===== src/rtl/pwm_key_ctrl_multi.sv =====
// Multi-channel PWM generator. Each channel's duty is stepped up or down by debounced key presses.
// A duty change reaches its output only at a period boundary, so the outputs never carry runt pulses.
module pwm_key_ctrl_multi #(
    parameter int CHANNELS   = 4,
    parameter int PERIOD     = 256,
    parameter int STEP       = 32,
    parameter int DEBOUNCE   = 4,
    parameter int RESET_DUTY = 128,
    localparam int DW = $clog2(PERIOD + 1),
    localparam int SW = (CHANNELS > 1) ? $clog2(CHANNELS) : 1
) (
    input  logic                clk,
    input  logic                rst_n,
    input  logic                key_up,
    input  logic                key_down,
    input  logic [SW-1:0]       ch_sel,
    input  logic                wrap_mode,
    output logic [CHANNELS-1:0] pwm,
    output logic [DW-1:0]       duty_sel,
    output logic                period_start
);

    localparam logic [DW-1:0] LAST     = DW'(PERIOD - 1);
    localparam logic [DW-1:0] RST_D    = DW'(RESET_DUTY);
    localparam logic [DW:0]   STEP_X   = (DW+1)'(STEP);
    localparam logic [DW:0]   PERIOD_X = (DW+1)'(PERIOD);
    localparam logic [7:0]    DB_LAST  = 8'(DEBOUNCE - 1);

    logic [DW-1:0] cnt;
    logic [DW-1:0] duty   [CHANNELS];
    logic [DW-1:0] shadow [CHANNELS];

    // Index 0 is the up key, index 1 the down key.
    logic [1:0] raw;
    logic [1:0] sync1;
    logic [1:0] sync2;
    logic [1:0] filt;
    logic [1:0] ev;
    logic [7:0] dbc [2];

    logic          sel_valid;
    logic [DW-1:0] cur;
    logic [DW:0]   cur_x;
    logic [DW:0]   up_x;
    logic [DW-1:0] nxt;
    logic          upd;

    assign raw = {key_down, key_up};

    always_ff @(posedge clk or negedge rst_n) begin
        if (!rst_n) begin
            sync1 <= '0;
            sync2 <= '0;
            filt  <= '0;
            ev    <= '0;
            for (int k = 0; k < 2; k++) dbc[k] <= '0;
        end else begin
            sync1 <= raw;
            sync2 <= sync1;
            for (int k = 0; k < 2; k++) begin
                ev[k] <= 1'b0;
                if (sync2[k] == filt[k]) begin
                    dbc[k] <= '0;
                end else if (dbc[k] == DB_LAST) begin
                    // Level accepted; only a press (new level 1) produces an event.
                    filt[k] <= sync2[k];
                    dbc[k]  <= '0;
                    ev[k]   <= sync2[k];
                end else begin
                    dbc[k] <= dbc[k] + 8'd1;
                end
            end
        end
    end

    always_comb begin
        sel_valid = 1'b0;
        cur       = '0;
        for (int i = 0; i < CHANNELS; i++) begin
            if (ch_sel == SW'(i)) begin
                sel_valid = 1'b1;
                cur       = duty[i];
            end
        end
    end

    assign duty_sel     = cur;
    assign period_start = (cnt == '0);
    assign upd          = sel_valid & (ev[0] ^ ev[1]);
    assign cur_x        = {1'b0, cur};
    assign up_x         = cur_x + STEP_X;

    // One bit of headroom keeps duty+STEP and duty+PERIOD+1-STEP exact.
    always_comb begin
        nxt = cur;
        if (ev[0]) begin
            if (up_x > PERIOD_X)
                nxt = wrap_mode ? DW'(up_x - PERIOD_X - (DW+1)'(1)) : DW'(PERIOD_X);
            else
                nxt = DW'(up_x);
        end else begin
            if (cur_x < STEP_X)
                nxt = wrap_mode ? DW'(cur_x + PERIOD_X + (DW+1)'(1) - STEP_X) : '0;
            else
                nxt = DW'(cur_x - STEP_X);
        end
    end

    always_ff @(posedge clk or negedge rst_n) begin
        if (!rst_n) begin
            cnt <= '0;
            pwm <= '0;
            for (int i = 0; i < CHANNELS; i++) begin
                duty[i]   <= RST_D;
                shadow[i] <= RST_D;
            end
        end else begin
            cnt <= (cnt == LAST) ? '0 : cnt + DW'(1);
            for (int i = 0; i < CHANNELS; i++) begin
                pwm[i] <= (cnt < shadow[i]);
                if (cnt == LAST) shadow[i] <= duty[i];
                if (upd && ch_sel == SW'(i)) duty[i] <= nxt;
            end
        end
    end

endmodule


===== config.mk =====
export PLATFORM = sky130hd
export DESIGN_NAME = pwm_key_ctrl_multi
export DESIGN_NICKNAME = d
export VERILOG_FILES = /design/src/rtl/pwm_key_ctrl_multi.sv
export SDC_FILE = /design/constraint.sdc
export NUM_CORES = 1
export LEC_CHECK = 0
export ABC_AREA = 1
export CAP_MARGIN = 0
export CELL_PAD_IN_SITES_DETAIL_PLACEMENT = 1
export CELL_PAD_IN_SITES_GLOBAL_PLACEMENT = 2
export CORE_MARGIN = 2
export CORE_UTILIZATION = 30
export DETAILED_ROUTE_END_ITERATION = 8
export DONT_BUFFER_PORTS = 1
export PLACE_DENSITY = 0.62
export SLEW_MARGIN = 20
export SYNTH_ARGS = -nofsm -noshare
export SYNTH_HDL_FRONTEND = slang
export SYNTH_SLANG_ARGS = --single-unit

===== constraint.sdc =====
create_clock -name clk -period 4.6 [get_ports clk]
set_clock_uncertainty 0.15 [all_clocks]
set_input_delay 0.92 -clock clk [delete_from_list [all_inputs] [get_ports clk]]
set_output_delay 0.92 -clock clk [all_outputs]
set_load 0.02 [all_outputs]

; ---- After elaboration in Yosys (flattened, before gate mapping)
; Cells that the tools add are included.
[totals]
ff_bits = 109
mem_count = 0
elab_cells = 75
mem_bits_rw = 0
mem_bits_ro = 0
latch_bits = 0
[classes]
addsub = 10
mul = 0
div_mod_pow = 0
n_eq_ne = 8
magnitude_cmp = 6
reduce_logical = 8
bitwise = 4
shift = 0
muxes = 22
[ops]
columns = operator, n
row1 = $mux 9, 10
row2 = $lt 9x9->1, 4
row3 = $mux 8, 4
row4 = $add 9x1->9 const B, 2
row5 = $sub 9x6->9 const B, 2
row6 = $add 8x1->8 const B, 2
row7 = $eq 8x2->1 const B, 2
row8 = $add 9x6->10 const B, 1
row9 = $gt 10x9->1 const B, 1
row10 = $add 9x9->9 const B, 1
row11 = $eq 9x8->1 const B, 1
row12 = $logic_not 9->1, 1
row13 = $lt 9x6->1 const B, 1
row14 = $sub 9x1->9 const B, 1
row15 = $sub 9x9->9 const B, 1
row16 = $mux 1, 8
row17 = $eq 2x2->1 const B, 2
row18 = $logic_and 1x1->1, 4
row19 = $reduce_and 2->1, 2
row20 = $eq 1x1->1, 2
row21 = $eq 2x1->1 const B, 1
row22 = $logic_not 2->1, 1
row23 = $not 1->1, 2
row24 = $and 1x1->1, 1
row25 = $xor 1x1->1, 1

; ---- Depth between registers and ports, before layout
; Gate-level depths: netlist of the first run.
[depth]
word_depth = 11
depth_mapped = 20
mapped_depth_nobuf = 19

; ---- Least setup slack after synthesis of the first run
; Ideal clock, no wire load.
[synth_timing]
path_type = input -> register
startpoint = in ch_sel[0]
endpoint = reg duty[33] (netlist bit)
required_ps = 4385
t_arrival_ps = 2735
setup_ps = 65
path_buffers = 3
setup_slack_ps = 1650
stages = 17
path_cell_list = buf_6 > buf_6 > nand3_2 > nand4_4 > inv_1 > ha_1 > inv_1 > nor2_2 > nand2_2 > inv_2 > buf_4 > nand3_1 > o22ai_1 > nand2_1 > nand2_1 > nand2_1 > nand2_1
[synth_between]
elab_chain_len = 11
word_cells_on_any_way = 28
cone_classes = add/sub: 7 / order compare: 2 / eq/ne: 3 / mux: 13 / bitwise: 1 / reduce/logical: 2
[synth_rtl]
columns = element, line_no
row1 = "start, declared", 16  ; input logic [SW-1:0] ch_sel,
row2 = $logic_not 2->1, 80  ; if (ch_sel == SW'(i)) begin
row3 = $mux 9 (3 in series), 80
row4 = $mux 9 (*), 80
row5 = named net duty_sel[5], 19  ; output logic [DW-1:0] duty_sel,
row6 = $add 9x9->9 or $add 9x6->10 (tied branches), "103, 91"
row7 = $add 9x1->9 or $sub 9x9->9 (tied branches), "103, 98"
row8 = $sub 9x6->9 or $sub 9x1->9 (tied branches), "103, 98"
row9 = $mux 9 (on tied branches), "103, 98"
row10 = $mux 9 (on tied branches), "102, 97"
row11 = $mux 9 (*), 96  ; if (ev[0]) begin
row12 = "end signal, assigned by index", 122  ; if (upd && ch_sel == SW'(i)) duty[i] <= nxt;
row13 = "end, declared", 30  ; logic [DW-1:0] duty [CHANNELS];
; The timed path passes the listed nets; every way through them passes the cells marked *.
; A chain may end at the register's enable or synchronous reset.

; ---- Final worst setup path of the first run
[layout_timing]
startpoint = reg cnt[0]
endpoint = out period_start
[layout_between]
elab_chain_len = 1
[layout_rtl]
columns = element, line_no
row1 = "start, declared", 29  ; logic [DW-1:0] cnt;
row2 = "start signal, assigned", 118  ; cnt <= (cnt == LAST) ? '0 : cnt + DW'(1);
row3 = $logic_not 9->1, 88  ; assign period_start = (cnt == '0);
row4 = "end, declared", 20  ; output logic period_start
; Every way passes these cells.

==> summary.md, run 1 <==
| Metric | Value |
|---|---|
| Vias in the first global route | `5,466` |
| Synth Register Bits | `109` |
| Vias per inst | `4.77` |
| Critical-path top delay cell | `nor4_1` |
| WP buf/inv | `1` |
| Antenna cells | `0` |
| CTS buffer count | `9` |
| DRC Markers | `0` |
| # IOs | `21` |
| Top FF cell, synth | `dfrtp_1` |
| Total wire length | `17.8 mm` |
| Largest net degree at the start of global routing | `110` |
| Postcts setup bufs | `0` |
| First-pass GRT wire length | `about 30 mm` |
| DRT antenna net count | `0` |
| Pwr dens | `roughly 440 nW/um2` |
| Worst setup path class | `reg2out` |
| Warnings, synthesis | `0` |
| Initial Util | `30.6%` |
| Final worst slack | `1590 ps` |
| Critical Path End Type | `output port` |
| Gate Count Post-Synth | `788` |
| Synthesized area per cell | `between 7 and 8 um2` |
| DP Wirelength | `13.9 mm` |
| RSZ-0062 raised after global routing | `false` |
| Worst min path class | `in2async` |
| Final setup fails | `0` |
| 1st-pass router iterations | `5` |
| Hold Buf Count CTS | `0` |
| Seq/Total Area, Yosys | `44.2%` |
| Routability Congestion | `0.835` |
| Max Cap Viol | `0` |
| H-tree Lvls | `3` |
| Final Net Count | `834` |
| Clock Sinks | `109` |
| Leakage | `about 0.0032 uW` |
| Initial antenna violation count | `0` |
| Relative slew slack | `38.3%` |
| Tmin final | `3010 ps` |
| Arr. time, crit path | `1940 ps` |
| Top cell family by delay on the critical path | `simple AND/OR/NAND/NOR gates` |
| CTS clk-pin slew, worst paths | `around 80 ps` |
| Worst slew pin tran | `917 ps` |
| Layout area overhead | `8.95%` |
| Synth cell types | `39` |
| Clk root buf | `clkbuf_16` |
| CP Launch Type | `flop` |
| Slowest stage delay, CP | `750 ps` |
| Die H | `148 um` |
| 1st-iter DRT viols | `138` |
| Post-Syn Area | `approximately 6200 um2` |
| Cell Rows | `52` |
| Peak supply drop | `around 0.00019 V` |
| FILL cells | `2,482` |
| Total track usage | `17.6%` |
| Max Root-Sink Buffers | `2` |
| TritonCTS clock tree | `built` |
| Number of flops mapped to enable cells by yosys | `0` |
| Worst skew pair latency | `360 ps` |
| Setup TNS | `0 ps` |
| Pre-CTS setup slack | `1240 ps` |
| Via Count | `about 5,100` |
| Syn nets | `835` |
| FMAX | `between 0.3 and 0.4 GHz` |
| Critical path data required time | `about 3500 ps` |
| Post-CTS Resized | `0` |
| Most frequent cells in the layout | `254 x nand2_1, 101 x dfrtp_1, 94 x inv_1` |
| Synth async-reset ratio | `100%` |
| Final slew viol count | `0` |
| GR Overflow Total | `0` |
| Die ar. | `about 22,000 um2` |
| WL/cell | `16.8 um` |
| Final Hold Viols | `0` |
| Core footprint | `20,200 um2` |
| Worst Path Max Fanout | `6` |
| Input/output buffers | `0` |
| Die X | `148 um` |
| Worst-path cell chain | `inv_1, ha_1, nand2_1, nor4_1` |
| Most common cell after layout, fill and taps aside | `nand2_1` |
| Outcome | `complete, no violations` |
| Layout cells sized above 1 | `8.84%` |
| Final period util | `65.4%` |
[path summary, 6_finish.rpt]
kind                                     from  depth (start not counted)  slack, ps                    end
max reg2reg                  cnt[1]$_DFF_PN0_                          8       1730  shadow[0]$_DFFE_PN0N_
max in group asynchronous               rst_n                          0       3930   duty[25]$_DFFE_PN1P_
min reg2reg                sync1[1]$_DFF_PN0_                          0        210     sync2[1]$_DFF_PN0_
min                                     rst_n                          0        100       cnt[2]$_DFF_PN0_
min in group clk           sync1[1]$_DFF_PN0_                          0        210     sync2[1]$_DFF_PN0_
max                          cnt[0]$_DFF_PN0_                          4       1590           period_start
[per-stage QoR]
stage               cell area [um2]  util (%)  hold slack, ps  instances  power [uW]
global route                   6750      33.4            78.4       1062        3190
detailed placement             6470      32.0             199       1046        2240
global placement               6470      32.0             189       1046        2220
finish                         6750      33.4            99.4       1062        2960
floorplan                      6190         -             181        788        1940
CTS                            6750      33.4            81.8       1062        3010
[per-layer routing]
layer / GRT usage [%] / wire (um) / up-vias
met5: 0 / 0 / -
met4: 4.09 / 162 / 0
met3: 2.56 / 353 / 9
met2: 29.6 / 8550 / 48
met1: 24.1 / 8780 / 2492
li1: - / - / 2522
[power by group]
group          total (uW)  switching, uW  internal, uW  leakage, uW
clock network         749            375           374     0.000135
logic                 904            620           284      0.00167
registers            1310            182          1120      0.00144
[cells in the mapped netlist (all sizes together) (3+ instances only)]
cell	number	area [um2]
ha	40	500
nand4	11	114
dfstp	8	210
nand3	54	310
a21oi	29	145
a31oi	3	18.8
inv	101	379
nand2	265	1040
o211ai	4	30.0
clkbuf	6	22.5
nor2	49	214
nor3	14	70.1
nor4	4	25.0
or2	9	56.3
xor2	7	61.3
o21ai	58	294
buf	10	71.3
o31ai	3	22.5
dfrtp	101	2530
[cells by family (layout without fill, tap and decap cells)]
logic type / count (synthesis) / in the layout / synth area share [%]
compound gates: 103 / 103 / 8.97
fa+ha+maj: 40 / 40 / 8.08
flops: 109 / 109 / 44.2
simple gates: 408 / 408 / 29.7
buf+inv: 119 / 123 / 7.76
xor+xnor: 9 / 9 / 1.27
[final cells by class]
cell class	instances	area [um2]	area share, %
timing repair buffer	4	30.0	0.445
tap	270	338	5.01
multi-input combinational	560	2980	44.2
inverter	103	387	5.73
clock inverter	6	46.3	0.686
clock buffer	10	229	3.39
sequential	109	2740	40.6
[sequential cells by signal, indices dropped and copies added, names as in the netlist]
| signal | flops |
|---|---|
| cnt | 9 |
| dbc | 16 |
| duty | 36 |
| ev | 2 |
| filt | 2 |
| pwm | 4 |
| shadow | 36 |
| sync1 | 2 |
| sync2 | 2 |
Note: power is estimated with default switching activity, not from simulation.
==> inputs of run 2 (changes only) <==
- PLACE_DENSITY: 0.62 -> 0.64
- clock period: 4.6 -> 2.45 ns (I/O delays scaled with it)
==> summary.md, run 2 (synthesis gave the netlist of run 1 again) <==
| Metric | Value |
|---|---|
| Setup TNS | `0 ps` |
| Switching share of power | `38.4%` |
| Largest regs | `duty: 36 flops, shadow: 36 flops, dbc: 16 flops` |
| Input/output buffers | `0` |
| Layout cells sized above 1 | `between 15 and 20%` |
| Routability Congestion | `about 0.83` |
| Worst slew pin tran | `499 ps` |
| CP Launch Type | `flop` |
| Core footprint | `~20,000 um2` |
| Cell repeated most along the worst path | `nand2_1` |
| Leakage | `about 0.0035 uW` |
| Pwr dens | `840 nW/um2` |
| Final period util | `around 94%` |
| 1st-iter DRT viols | `186` |
| Int Pwr | `3770 uW` |
| Cell Rows | `52` |
| RSZ-0062 raised after global routing | `false` |
| Die X | `about 150 um` |
| Worst setup path class | `reg2reg` |
| Initial Util | `30.6%` |
| Outcome | `finished with violations` |
| DRT antenna net count | `0` |
| Clock Sinks | `109` |
| Power consumption | `about 6000 uW` |
| Final Hold Viols | `approximately 110` |
| Clock power frac | `24.4%` |
| Critical Path End Type | `flop` |
| Final slew viol count | `0` |
| Total wire length | `18.4 mm` |
| Worst Path Max Fanout | `5` |
| DP Wirelength | `14.2 mm` |
| Most frequent cells in the layout | `245 x nand2_1, 100 x dfrtp_1, 91 x inv_1` |
| FILL cells | `~2,500` |
| H-tree Lvls | `3` |
| Flop pwr share | `39.9%` |
| Most common cell after layout, fill and taps aside | `nand2_1` |
| Worst skew pair latency | `between 300 and 400 ps` |
| TritonCTS clock tree | `built` |
| FMAX | `0.435 GHz` |
| Largest net degree at the start of global routing | `110` |
| Clk root buf | `clkbuf_16` |
| Combinational share of power | `35.7%` |
| Critical path data required time | `2590 ps` |
| CTS buffer count | `9` |
| Layout area overhead | `17.8%` |
| Worst-path cell chain | `or2_4, nand3_2, nand2_4, inv_1, ha_2, a21oi_2, nand2_4, nand2_8, buf_4, nand3_1, nand2_1, nand2_1, nand2_2, nand2_1, nand2_1` |
| 1st-pass router iterations | `4` |
| Relative slew slack | `66.4%` |
| Final Net Count | `886` |
| Final hold slack | `-333 ps` |
| Vias per inst | `4.68` |
| Total track usage | `17.9%` |
| Initial antenna violation count | `0` |
| Max Cap Viol | `0` |
| Antenna cells | `0` |
| Max Root-Sink Buffers | `2` |
| Net switching power | `around 2400 uW` |
| Slowest stage delay, CP | `410 ps` |
| Hold Buf Count CTS | `2` |
| CTS clk-pin slew, worst paths | `roughly 80 ps` |
| Arr. time, crit path | `2440 ps` |
| Tmin final | `approximately 2300 ps` |
| Fin util | `36.1%` |
| Die ar. | `21,800 um2` |
| DRC Markers | `0` |
| # IOs | `21` |
| Area post-placement | `6810 um2` |
| Final setup fails | `0` |
| Cell area after layout | `7290 um2` |
| Worst min path class | `in2async` |
| Die H | `approximately 150 um` |
| Vias in the first global route | `5,460` |
| GR Overflow Total | `0` |
| WL/cell | `16.5 um` |
| Via Count | `5,218` |
| Critical-path top delay cell | `dfrtp_1` |
| Peak supply drop | `0.000311 V` |
| Failing checks | `negative hold slack` |
| First-pass GRT wire length | `roughly 30 mm` |
## run 2: changes by cell type in the layout (fill, tap and decap cells not counted), sizes merged
cell and delta:
buf +49, bufinv +1, clkbuf +1, clkinv -1
clkinvlp +1, dlygate4sd3 +2, inv -2, nand2 +1
## run 2: power by group through the flow
stage | logic (uW) | clock network (uW) | registers (uW)
2_1_floorplan | 1340 | 0 | 2310
3_3_place_gp | 1950 | 0 | 2490
3_5_place_dp | 2000 | 0 | 2480
4_1_cts | 2040 | 1570 | 2450
5_1_grt | 2450 | 1620 | 2490
6_report | 2180 | 1500 | 2440
## run 2: cell type report
cell class	instances	area, um2	share of cell area, %
multi-input combinational	561	3100	42.6
tap	270	338	4.63
sequential	109	2740	37.5
inverter	103	389	5.33
timing repair buffer	55	430	5.90
clock inverter	5	61.3	0.840
clock buffer	11	233	3.19
## run 2: worst max-delay path: cells and delay by family (launching register included)
family | cells | cell delay, ps
compound gates | 1 | 160
fa+ha+maj | 1 | 280
buf+inv | 2 | 170
flops | 1 | 410
simple gates | 11 | 1070
## run 2: worst paths after layout
path	from	endpoint	slack (ps)	cells past startpoint
max	duty[15]$_DFFE_PN0P_	duty[20]$_DFFE_PN0P_	150	15
min	rst_n	pwm[0]$_DFF_PN0_	-330	0
max reg2reg	duty[15]$_DFFE_PN0P_	duty[20]$_DFFE_PN0P_	150	15
min reg2reg	sync1[1]$_DFF_PN0_	sync2[1]$_DFF_PN0_	200	0
max in group asynchronous	rst_n	duty[16]$_DFFE_PN1P_	2230	0
min in group clk	sync1[1]$_DFF_PN0_	sync2[1]$_DFF_PN0_	200	0
## run 2: per-stage QoR
| stage | hold WS [ps] | std cells | worst slack (ps) |
|---|---|---|---|
| 2_1_floorplan | 44.4 | 788 | 5.85 |
| 3_3_place_gp | 48.4 | 1087 | -110 |
| 3_5_place_dp | 49.0 | 1087 | -167 |
| 4_1_cts | -347 | 1106 | 14.2 |
| 5_1_grt | -357 | 1114 | 3.98 |
| 6_report | -333 | 1114 | 153 |
## run 2: metal layers
layer,share of wire [%],GRT usage [%],vias to the layer above
met2,48,29.9,50
met3,3.1,3.36,11
met5,0,0,-
met4,1.2,4.38,0
li1,-,-,2630
met1,48,23.9,2527
## run 2: timing repair
action | in CTS | in global routing
setup buffers | 0 | 8
gates resized for setup | 4 | 26
pin swaps | 1 | 11
endpoints found under the hold margin | 111 | 109
setup endpoints to repair | 15 | 40
cloned | 1 | 0
